**src/rtl/xbus_iob_ctl.sv**
```systemverilog
// xbus_iob_ctl: Xbus I/O-board slave with a buffered keyboard, mouse, 60 Hz tick and
// microsecond clock, exposed through a 64-word register window, plus interrupt/vector.
// Optional speaker: define XBUS_IOB_BEEP_EN to enable the beep half-period register at 44.
module xbus_iob_ctl #(
    parameter int          SYS_CLK       = 50000000,
    parameter int          HZ60_RATE     = 60,
    parameter int          US_RATE       = 1000000,
    parameter int          KB_FIFO_DEPTH = 8,
    parameter int          ACK_DELAY     = 2,
    parameter logic [21:0] BASE_ADDR     = 22'o17772000,
    parameter logic [7:0]  KB_VECTOR     = 8'o260,
    parameter logic [7:0]  CLK_VECTOR    = 8'o274
) (
    input  logic        clk,
    input  logic        reset_n,
    input  logic [21:0] addr,
    input  logic [31:0] datain,
    input  logic        req,
    input  logic        write,
    output logic [31:0] dataout,
    output logic        ack,
    output logic        decode,
    output logic        interrupt,
    output logic [7:0]  vector,
    input  logic [15:0] kb_data,
    input  logic        kb_ready,
    input  logic [11:0] ms_x,
    input  logic [11:0] ms_y,
    input  logic [2:0]  ms_button,
    input  logic        ms_ready,
    output logic        beep
);

    localparam int HZ60_DIV = SYS_CLK / HZ60_RATE;
    localparam int US_DIV   = SYS_CLK / US_RATE;
    localparam int HZ_CW    = (HZ60_DIV > 1) ? $clog2(HZ60_DIV) : 1;
    localparam int US_CW    = (US_DIV > 1) ? $clog2(US_DIV) : 1;
    localparam int ACK_CW   = (ACK_DELAY > 1) ? $clog2(ACK_DELAY) : 1;
    localparam int PTR_W    = $clog2(KB_FIFO_DEPTH);

    localparam logic [5:0] OFF_KBD_LO = 6'o40;
    localparam logic [5:0] OFF_KBD_HI = 6'o41;
    localparam logic [5:0] OFF_MS_Y   = 6'o42;
    localparam logic [5:0] OFF_MS_X   = 6'o43;
    localparam logic [5:0] OFF_CSR    = 6'o45;
    localparam logic [5:0] OFF_US_LO  = 6'o50;
    localparam logic [5:0] OFF_US_HI  = 6'o51;
    localparam logic [5:0] OFF_HZ60   = 6'o52;

    typedef enum logic [1:0] {S_IDLE, S_WAIT, S_ACK} bus_state_t;

    bus_state_t        state, state_next;
    logic [ACK_CW-1:0] ack_cnt;
    logic              start, rd_start, wr_start;
    logic [5:0]        reg_off;
    logic [31:0]       rd_data;

    logic [3:0]        csr;
    logic              ovf;
    logic              rdy0, rdy2;

    logic [US_CW-1:0]  us_div_cnt;
    logic              us_tick;
    logic [31:0]       us_clock;
    logic [15:0]       us_snap;

    logic [HZ_CW-1:0]  hz_div_cnt;
    logic              hz_tick, hz_en;
    logic [31:0]       hz60_clock;

    logic [15:0]       fifo_mem [KB_FIFO_DEPTH];
    logic [PTR_W:0]    wr_ptr, rd_ptr;
    logic              fifo_empty, fifo_full, push, pop;
    logic [31:0]       head_word;

    logic [11:0]       ms_x_q, ms_y_q;
    logic [2:0]        ms_btn_q;
    logic              ms_term, kb_term, clk_term;

    assign decode  = req & (addr[21:6] == BASE_ADDR[21:6]);
    assign reg_off = addr[5:0];

    // A transaction starts on the first decode cycle; the FSM leaves IDLE on every start
    // and only returns once decode has dropped, so this is exactly the decode rising edge.
    assign start    = (state == S_IDLE) & decode;
    assign rd_start = start & ~write;
    assign wr_start = start & write;
    assign ack      = (state == S_ACK);

    // Bus handshake state register.
    // NOTE: sequential state uses non-blocking (<=) so all flops update from pre-edge values.
    always_ff @(posedge clk or negedge reset_n) begin
        if (!reset_n) state <= S_IDLE;
        else          state <= state_next;
    end

    // Handshake next-state: wait ACK_DELAY edges from start, hold ack until decode falls.
    // NOTE: state_next gets a default first so no path leaves it unassigned (no latch).
    always_comb begin
        state_next = state;
        case (state)
            S_IDLE: if (decode) state_next = (ACK_DELAY <= 1) ? S_ACK : S_WAIT;
            S_WAIT: begin
                if (!decode)                               state_next = S_IDLE;
                else if (ack_cnt == ACK_CW'(ACK_DELAY - 1)) state_next = S_ACK;
            end
            S_ACK:  if (!decode) state_next = S_IDLE;
            default: state_next = S_IDLE;
        endcase
    end

    // Edges elapsed since start, counted while waiting to ack.
    always_ff @(posedge clk or negedge reset_n) begin
        if (!reset_n)              ack_cnt <= '0;
        else if (start)            ack_cnt <= ACK_CW'(1);
        else if (state == S_WAIT)  ack_cnt <= ack_cnt + 1'b1;
    end

    // Microsecond divider and free-running 32-bit usec clock; LO read snapshots the top half.
    assign us_tick = (us_div_cnt == US_CW'(US_DIV - 1));
    always_ff @(posedge clk or negedge reset_n) begin
        if (!reset_n) begin
            us_div_cnt <= '0;
            us_clock   <= '0;
            us_snap    <= '0;
        end else begin
            us_div_cnt <= us_tick ? '0 : us_div_cnt + 1'b1;
            if (us_tick)                           us_clock <= us_clock + 32'd1;
            if (rd_start && reg_off == OFF_US_LO) us_snap  <= us_clock[31:16];
        end
    end

    // 60 Hz divider, enabled by the first read of the tick register; tick beats read-clear.
    assign hz_tick = hz_en & (hz_div_cnt == HZ_CW'(HZ60_DIV - 1));
    always_ff @(posedge clk or negedge reset_n) begin
        if (!reset_n) begin
            hz_div_cnt <= '0;
            hz_en      <= 1'b0;
            hz60_clock <= '0;
            rdy2       <= 1'b0;
        end else begin
            if (hz_en) hz_div_cnt <= hz_tick ? '0 : hz_div_cnt + 1'b1;
            if (hz_tick) hz60_clock <= hz60_clock + 32'd1;
            if (rd_start && reg_off == OFF_HZ60) hz_en <= 1'b1;
            if (hz_tick)                              rdy2 <= 1'b1;
            else if (rd_start && reg_off == OFF_HZ60) rdy2 <= 1'b0;
        end
    end

    // Key FIFO: a full FIFO still accepts a key when the same cycle pops one.
    assign fifo_empty = (wr_ptr == rd_ptr);
    assign fifo_full  = (wr_ptr[PTR_W] != rd_ptr[PTR_W]) &&
                        (wr_ptr[PTR_W-1:0] == rd_ptr[PTR_W-1:0]);
    assign pop        = rd_start & (reg_off == OFF_KBD_HI) & ~fifo_empty;
    assign push       = kb_ready & (~fifo_full | pop);
    assign head_word  = {8'b0, 5'b11111, 3'b001, fifo_mem[rd_ptr[PTR_W-1:0]]};

    // Key storage.
    // NOTE: the array has no reset; the pointers alone say which entries are valid.
    always_ff @(posedge clk) begin
        if (push) fifo_mem[wr_ptr[PTR_W-1:0]] <= kb_data;
    end

    // FIFO pointers and sticky overflow flag (cleared by a CSR write).
    always_ff @(posedge clk or negedge reset_n) begin
        if (!reset_n) begin
            wr_ptr <= '0;
            rd_ptr <= '0;
            ovf    <= 1'b0;
        end else begin
            if (push) wr_ptr <= wr_ptr + 1'b1;
            if (pop)  rd_ptr <= rd_ptr + 1'b1;
            if (kb_ready && fifo_full && !pop)       ovf <= 1'b1;
            else if (wr_start && reg_off == OFF_CSR) ovf <= 1'b0;
        end
    end

    // Interrupt enables in the CSR.
    always_ff @(posedge clk or negedge reset_n) begin
        if (!reset_n)                            csr <= '0;
        else if (wr_start && reg_off == OFF_CSR) csr <= datain[3:0];
    end

    // Mouse latch and ready flag; a new report beats a same-cycle read-clear.
    always_ff @(posedge clk or negedge reset_n) begin
        if (!reset_n) begin
            ms_x_q   <= '0;
            ms_y_q   <= '0;
            ms_btn_q <= '0;
            rdy0     <= 1'b0;
        end else begin
            if (ms_ready) begin
                ms_x_q   <= ms_x;
                ms_y_q   <= ms_y;
                ms_btn_q <= ms_button;
            end
            if (ms_ready)                             rdy0 <= 1'b1;
            else if (rd_start && reg_off == OFF_MS_Y) rdy0 <= 1'b0;
        end
    end

`ifdef XBUS_IOB_BEEP_EN
    localparam logic [5:0] OFF_BEEP = 6'o44;
    logic [15:0] beep_half;
    logic [15:0] beep_cnt;
    logic        unused_datain;
    assign unused_datain = ^datain[31:16];

    // Speaker: toggle every beep_half usec ticks; a zero half-period holds beep low.
    always_ff @(posedge clk or negedge reset_n) begin
        if (!reset_n) begin
            beep_half <= '0;
            beep_cnt  <= '0;
            beep      <= 1'b0;
        end else if (wr_start && reg_off == OFF_BEEP) begin
            beep_half <= datain[15:0];
            beep_cnt  <= '0;
            if (datain[15:0] == 16'd0) beep <= 1'b0;
        end else if (beep_half == 16'd0) begin
            beep_cnt <= '0;
            beep     <= 1'b0;
        end else if (us_tick) begin
            if (beep_cnt == beep_half - 16'd1) begin
                beep_cnt <= '0;
                beep     <= ~beep;
            end else begin
                beep_cnt <= beep_cnt + 16'd1;
            end
        end
    end
`else
    // Only csr[3:0] has a register behind the write data without the speaker.
    logic unused_datain;
    assign unused_datain = ^datain[31:4];
    assign beep = 1'b0;
`endif

    // Read mux for the addressed register; the raw quadrature fields of MOUSE X read 0.
    always_comb begin
        rd_data = '0;
        case (reg_off)
            OFF_KBD_LO: if (!fifo_empty) rd_data = {16'b0, head_word[15:0]};
            OFF_KBD_HI: if (!fifo_empty) rd_data = {16'b0, head_word[31:16]};
            OFF_MS_Y:   rd_data = {17'b0, ms_btn_q, ms_y_q};
            OFF_MS_X:   rd_data = {16'b0, 2'b00, 2'b00, ms_x_q};
`ifdef XBUS_IOB_BEEP_EN
            OFF_BEEP:   rd_data = {16'b0, beep_half};
`endif
            OFF_CSR:    rd_data = {23'b0, ovf, 1'b0, rdy2, ~fifo_empty, rdy0, csr};
            OFF_US_LO:  rd_data = {16'b0, us_clock[15:0]};
            OFF_US_HI:  rd_data = {16'b0, us_snap};
            OFF_HZ60:   rd_data = hz60_clock;
            default:    rd_data = '0;
        endcase
    end

    // Read data captured once at transaction start and held until the next start.
    always_ff @(posedge clk or negedge reset_n) begin
        if (!reset_n)   dataout <= '0;
        else if (start) dataout <= rd_data;
    end

    assign ms_term  = rdy0 & csr[1];
    assign kb_term  = ~fifo_empty & csr[2];
    assign clk_term = rdy2 & csr[3];

    // Registered interrupt request; keyboard/mouse vector has priority over the clock.
    always_ff @(posedge clk or negedge reset_n) begin
        if (!reset_n) begin
            interrupt <= 1'b0;
            vector    <= '0;
        end else begin
            interrupt <= ms_term | kb_term | clk_term;
            if (ms_term | kb_term) vector <= KB_VECTOR;
            else if (clk_term)     vector <= CLK_VECTOR;
            else                   vector <= '0;
        end
    end

endmodule

```
**config.mk**
```make
export PLATFORM = sky130hd
export DESIGN_NAME = xbus_iob_ctl
export DESIGN_NICKNAME = d
export VERILOG_FILES = /design/src/rtl/xbus_iob_ctl.sv
export SDC_FILE = /design/constraint.sdc
export NUM_CORES = 1
export LEC_CHECK = 0
export BUFFER_PORTS_ARGS = -buffer_cell sky130_fd_sc_hd__buf_4
export CORE_MARGIN = 10
export CORE_UTILIZATION = 63
export CTS_BUF_LIST = sky130_fd_sc_hd__clkbuf_4 sky130_fd_sc_hd__clkbuf_8 sky130_fd_sc_hd__clkbuf_16
export DETAILED_ROUTE_END_ITERATION = 7
export PLACE_DENSITY_LB_ADDON = 0.3
export SETUP_SLACK_MARGIN = 0.02
export SLEW_MARGIN = 30
export SYNTH_ARGS = -nofsm -noshare
export SYNTH_HDL_FRONTEND = slang
export SYNTH_SLANG_ARGS = --single-unit
export TNS_END_PERCENT = 1
```
**constraint.sdc**
```tcl
create_clock -name clk -period 9.3 [get_ports clk]
set_clock_uncertainty 0.15 [all_clocks]
set_input_delay 0.465 -clock clk [delete_from_list [all_inputs] [get_ports clk]]
set_output_delay 0.465 -clock clk [all_outputs]
set_load 0.02 [all_outputs]
```
==> impl_metrics.toml <==
[detailed_routing]
drc = 0
drtPass1Iterations = 7
vias_per_cell = 6.24
routedWlPerCell_um = 22.8
drtIter0Drc = 1018
totalWireLength_mm = 33.5
vias = 9191
ant_nets = 0

[finish]
final_cell_mix = "dfrtp_1, edfxtp_1, buf_4, nand2_1, mux2_2"
n_fill_cell = 1245
drive_gt1_share_pct = 24.6
final_cells = 1473
final_common_cell = "dfrtp_1"
area_growth_pct = 19.0
nets = 1282

[sta]
slew-limit-headroom_pct = 32.8
hold_viol = 0
drv_slew = 0
fmax_mhz = 301
worst_pin_slew_ns = 1.01
fin_setup_tns_ns = 0
final.period_utilization_pct = 35.8
setup-violations-final = 0
fin_crit_ns = 3.33
fin_ws_ns = 5.97
rsz0062_at_grt = "no"

[die]
fp.dieW_um = 167
dieArea_um2 = 28000
io_pins = 147
fp-row-count = 53
core_area_um2 = 21200
start_util_pct = 64.5
dieHeight_um = 167

[place]
portBuffers = 114
dp_worst_setup_slack_ns = 5.60
dp_hpwl_mm = 21.2
place_inst = 1367
gp_congestion = 0.919

[yosys]
ys.flop_type = "dfrtp_1"
syn_inst = 1015
avgSynthCellArea_um2 = 13.5
synth_compound_area_share_pct = 5.27
synthSimpleGateAreaFrac_pct = 13.5
yosysWarnings = 0
synth_edf_count = 128
synth_top_family_by_area = "simple AND/OR/NAND/NOR gates"
synth.distinct_cells = 64
synth.area.mux_share_pct = 10.6
yosys.area_share.adder_pct = 0.731
synthArstFlopShare_pct = 59.2
synth-xor-area-share_pct = 5.56
netlist_area_um2 = 13700
synth-seq-cells = 314
yosysSeqAreaShare_pct = 62.0

[clock_network]
cts_tree = "built"
ctsResizeCount = 0
cts-htree-levels = 1
cts.sinks = 314
numCtsBuffers = 31
clk_path_buf_depth = 3
clk_latency_ns = 0.56
clockRootBuffer = "clkbuf_16"
clk_pin_slew_ns = 0.06
cts_setup_buffers = 0

[run]
maxCapViolCount = 0

[power_and_ir_drop]
p_leak_nw = 6.69
p_per_area_nw_per_um2 = 190
p_total_mw = 3.09
vdd.ir_drop.worst_uv = 168

[setup_path]
crit_type = "flop to flop"
required_ns = 9.42
crit_path_start = "rd_ptr[0]$_DFFE_PN0P_"
arrival_ns = 3.44
end_kind = "flop"
reg2reg_from = "rd_ptr[0]$_DFFE_PN0P_"
worstSetupStartpointType = "flop"
worst-path-max-fanout = 43

[status]
outcome = "finished clean"

[grt]
grt_pass1_wl_mm = 53.5
grt_use_total_pct = 23.6
grt_pass1_vias = 9291
grt_max_degree = 114
antenna_found_initial = 1
overflow = 0

[worst_hold_path]
hold_class = "input port to flop"
hold_path.startpoint = "ms_y[4]"
-- worst paths after layout --
path                                              to  slack (ns)  cells after the start
max in group asynchronous      rd_ptr[0]$_DFFE_PN0P_        7.47                      3
max reg2reg                fifo_mem[5][14]$_DFFE_PP_        5.97                      7
max                        fifo_mem[5][14]$_DFFE_PP_        5.97                      7
min in group asynchronous  hz_div_cnt[8]$_DFFE_PN0P_        0.38                      2
min reg2reg                 us_clock[31]$_DFFE_PN0N_        0.32                      1
min                            ms_y_q[4]$_DFFE_PN0P_        0.01                      2
-- logic make-up after synthesis --
group / count (synthesis)
AND/OR/NAND/NOR: 338
flip-flops: 314
AO/OA/AOI/OAI: 101
multiplexers: 100
XOR/XNOR: 87
buffers and inverters: 66
adder cells (fa/ha/maj): 8
other: 1
-- power by group --
group          switching, mW  internal (mW)  total (mW)
registers             0.0561           1.55        1.61
logic                  0.151          0.111       0.262
clock network          0.519          0.703        1.22
total                  0.727           2.37        3.09
-- critical path, cell delays in order (launching register included) --
cell,delay (ns)
dfrtp_2,0.34
buf_4,0.58
xor2_1,0.33
nor4_1,0.09
a21boi_1,0.19
nand2b_1,0.47
nor3_4,0.60
buf_6,0.25
-- cell usage after synthesis, types with 4 or more instances --
| cell | n | area share [%] |
|---|---|---|
| dfrtp_1 | 186 | 34 |
| edfxtp_1 | 128 | 28 |
| nand2_1 | 81 | 2.2 |
| mux2_2 | 52 | 4.3 |
| nor2_1 | 47 | 1.3 |
| nand3_1 | 46 | 1.7 |
| xnor2_1 | 46 | 2.9 |
| xor2_1 | 41 | 2.6 |
| nand4_1 | 35 | 1.6 |
| o21ai_0 | 28 | 1.0 |
| mux4_2 | 27 | 4.4 |
| a22oi_1 | 25 | 1.4 |
| clkbuf_1 | 24 | 0.66 |
| nor3_1 | 24 | 0.88 |
| and3_1 | 23 | 1.1 |
| buf_2 | 17 | 0.62 |
| nor4_1 | 16 | 0.73 |
| inv_1 | 13 | 0.36 |
| mux2i_1 | 11 | 0.80 |
| and2_1 | 10 | 0.46 |
| mux2_4 | 10 | 1.1 |
| nor2b_1 | 10 | 0.46 |
| and4_1 | 8 | 0.51 |
| buf_4 | 8 | 0.44 |
| ha_1 | 8 | 0.73 |
| o22a_1 | 7 | 0.45 |
| or3_1 | 6 | 0.27 |
| a21oi_1 | 5 | 0.18 |
| a221o_1 | 5 | 0.37 |
| a222oi_1 | 5 | 0.37 |
| nand2b_1 | 5 | 0.23 |
| o21a_1 | 5 | 0.27 |
| o31ai_1 | 5 | 0.27 |
| a22o_1 | 4 | 0.26 |
| nand3b_1 | 4 | 0.22 |
| nor4b_1 | 4 | 0.26 |
-- state kept, by name, summed over array words and instances, names as in the netlist, 2 cells and up --
| signal | count |
|---|---|
| rd_ptr | 4 |
| csr | 4 |
| ms_btn_q | 3 |
| state | 2 |
| us_div_cnt | 6 |
| vector | 2 |
| ms_y_q | 12 |
| fifo_mem | 128 |
| us_snap | 16 |
| us_clock | 32 |
| hz_div_cnt | 20 |
| hz60_clock | 32 |
| ms_x_q | 12 |
| wr_ptr | 4 |
| dataout | 32 |
-- layout make-up --
| cell class | count | area (um2) | share of cell area (%) |
|---|---|---|---|
| flip-flops and latches | 314 | 8500 | 52.1 |
| multi-input cells | 638 | 4970 | 30.5 |
| repair buffers | 173 | 1430 | 8.75 |
| clock buffers | 47 | 952 | 5.84 |
| well taps | 275 | 344 | 2.11 |
| clock inverters | 11 | 56.3 | 0.345 |
| inverters | 13 | 48.8 | 0.299 |
| diodes | 2 | 5.00 | 0.0307 |
-- stage by stage --
step	util (%)	area [um2]	hold WS [ns]
finish	76.8	16300	0.0139
global route	76.8	16300	0.00588
CTS	76.7	16300	0.00210
detailed placement	69.8	14800	0.308
global placement	69.8	14800	0.308
floorplan	-	13700	0.0194
-- layer usage --
| metal | wire, um | track usage [%] |
|---|---|---|
| met1 | 13700 | 32.2 |
| met2 | 16100 | 37.7 |
| met3 | 2870 | 5.31 |
| met4 | 859 | 6.32 |
| met5 | 0 | 0 |
-- repair_timing --
item	in CTS	in global routing
endpoints found under the hold margin	268	0
hold buffers	45	0
endpoints found under the setup margin	0	0
(Power assumes the default switching activity.)
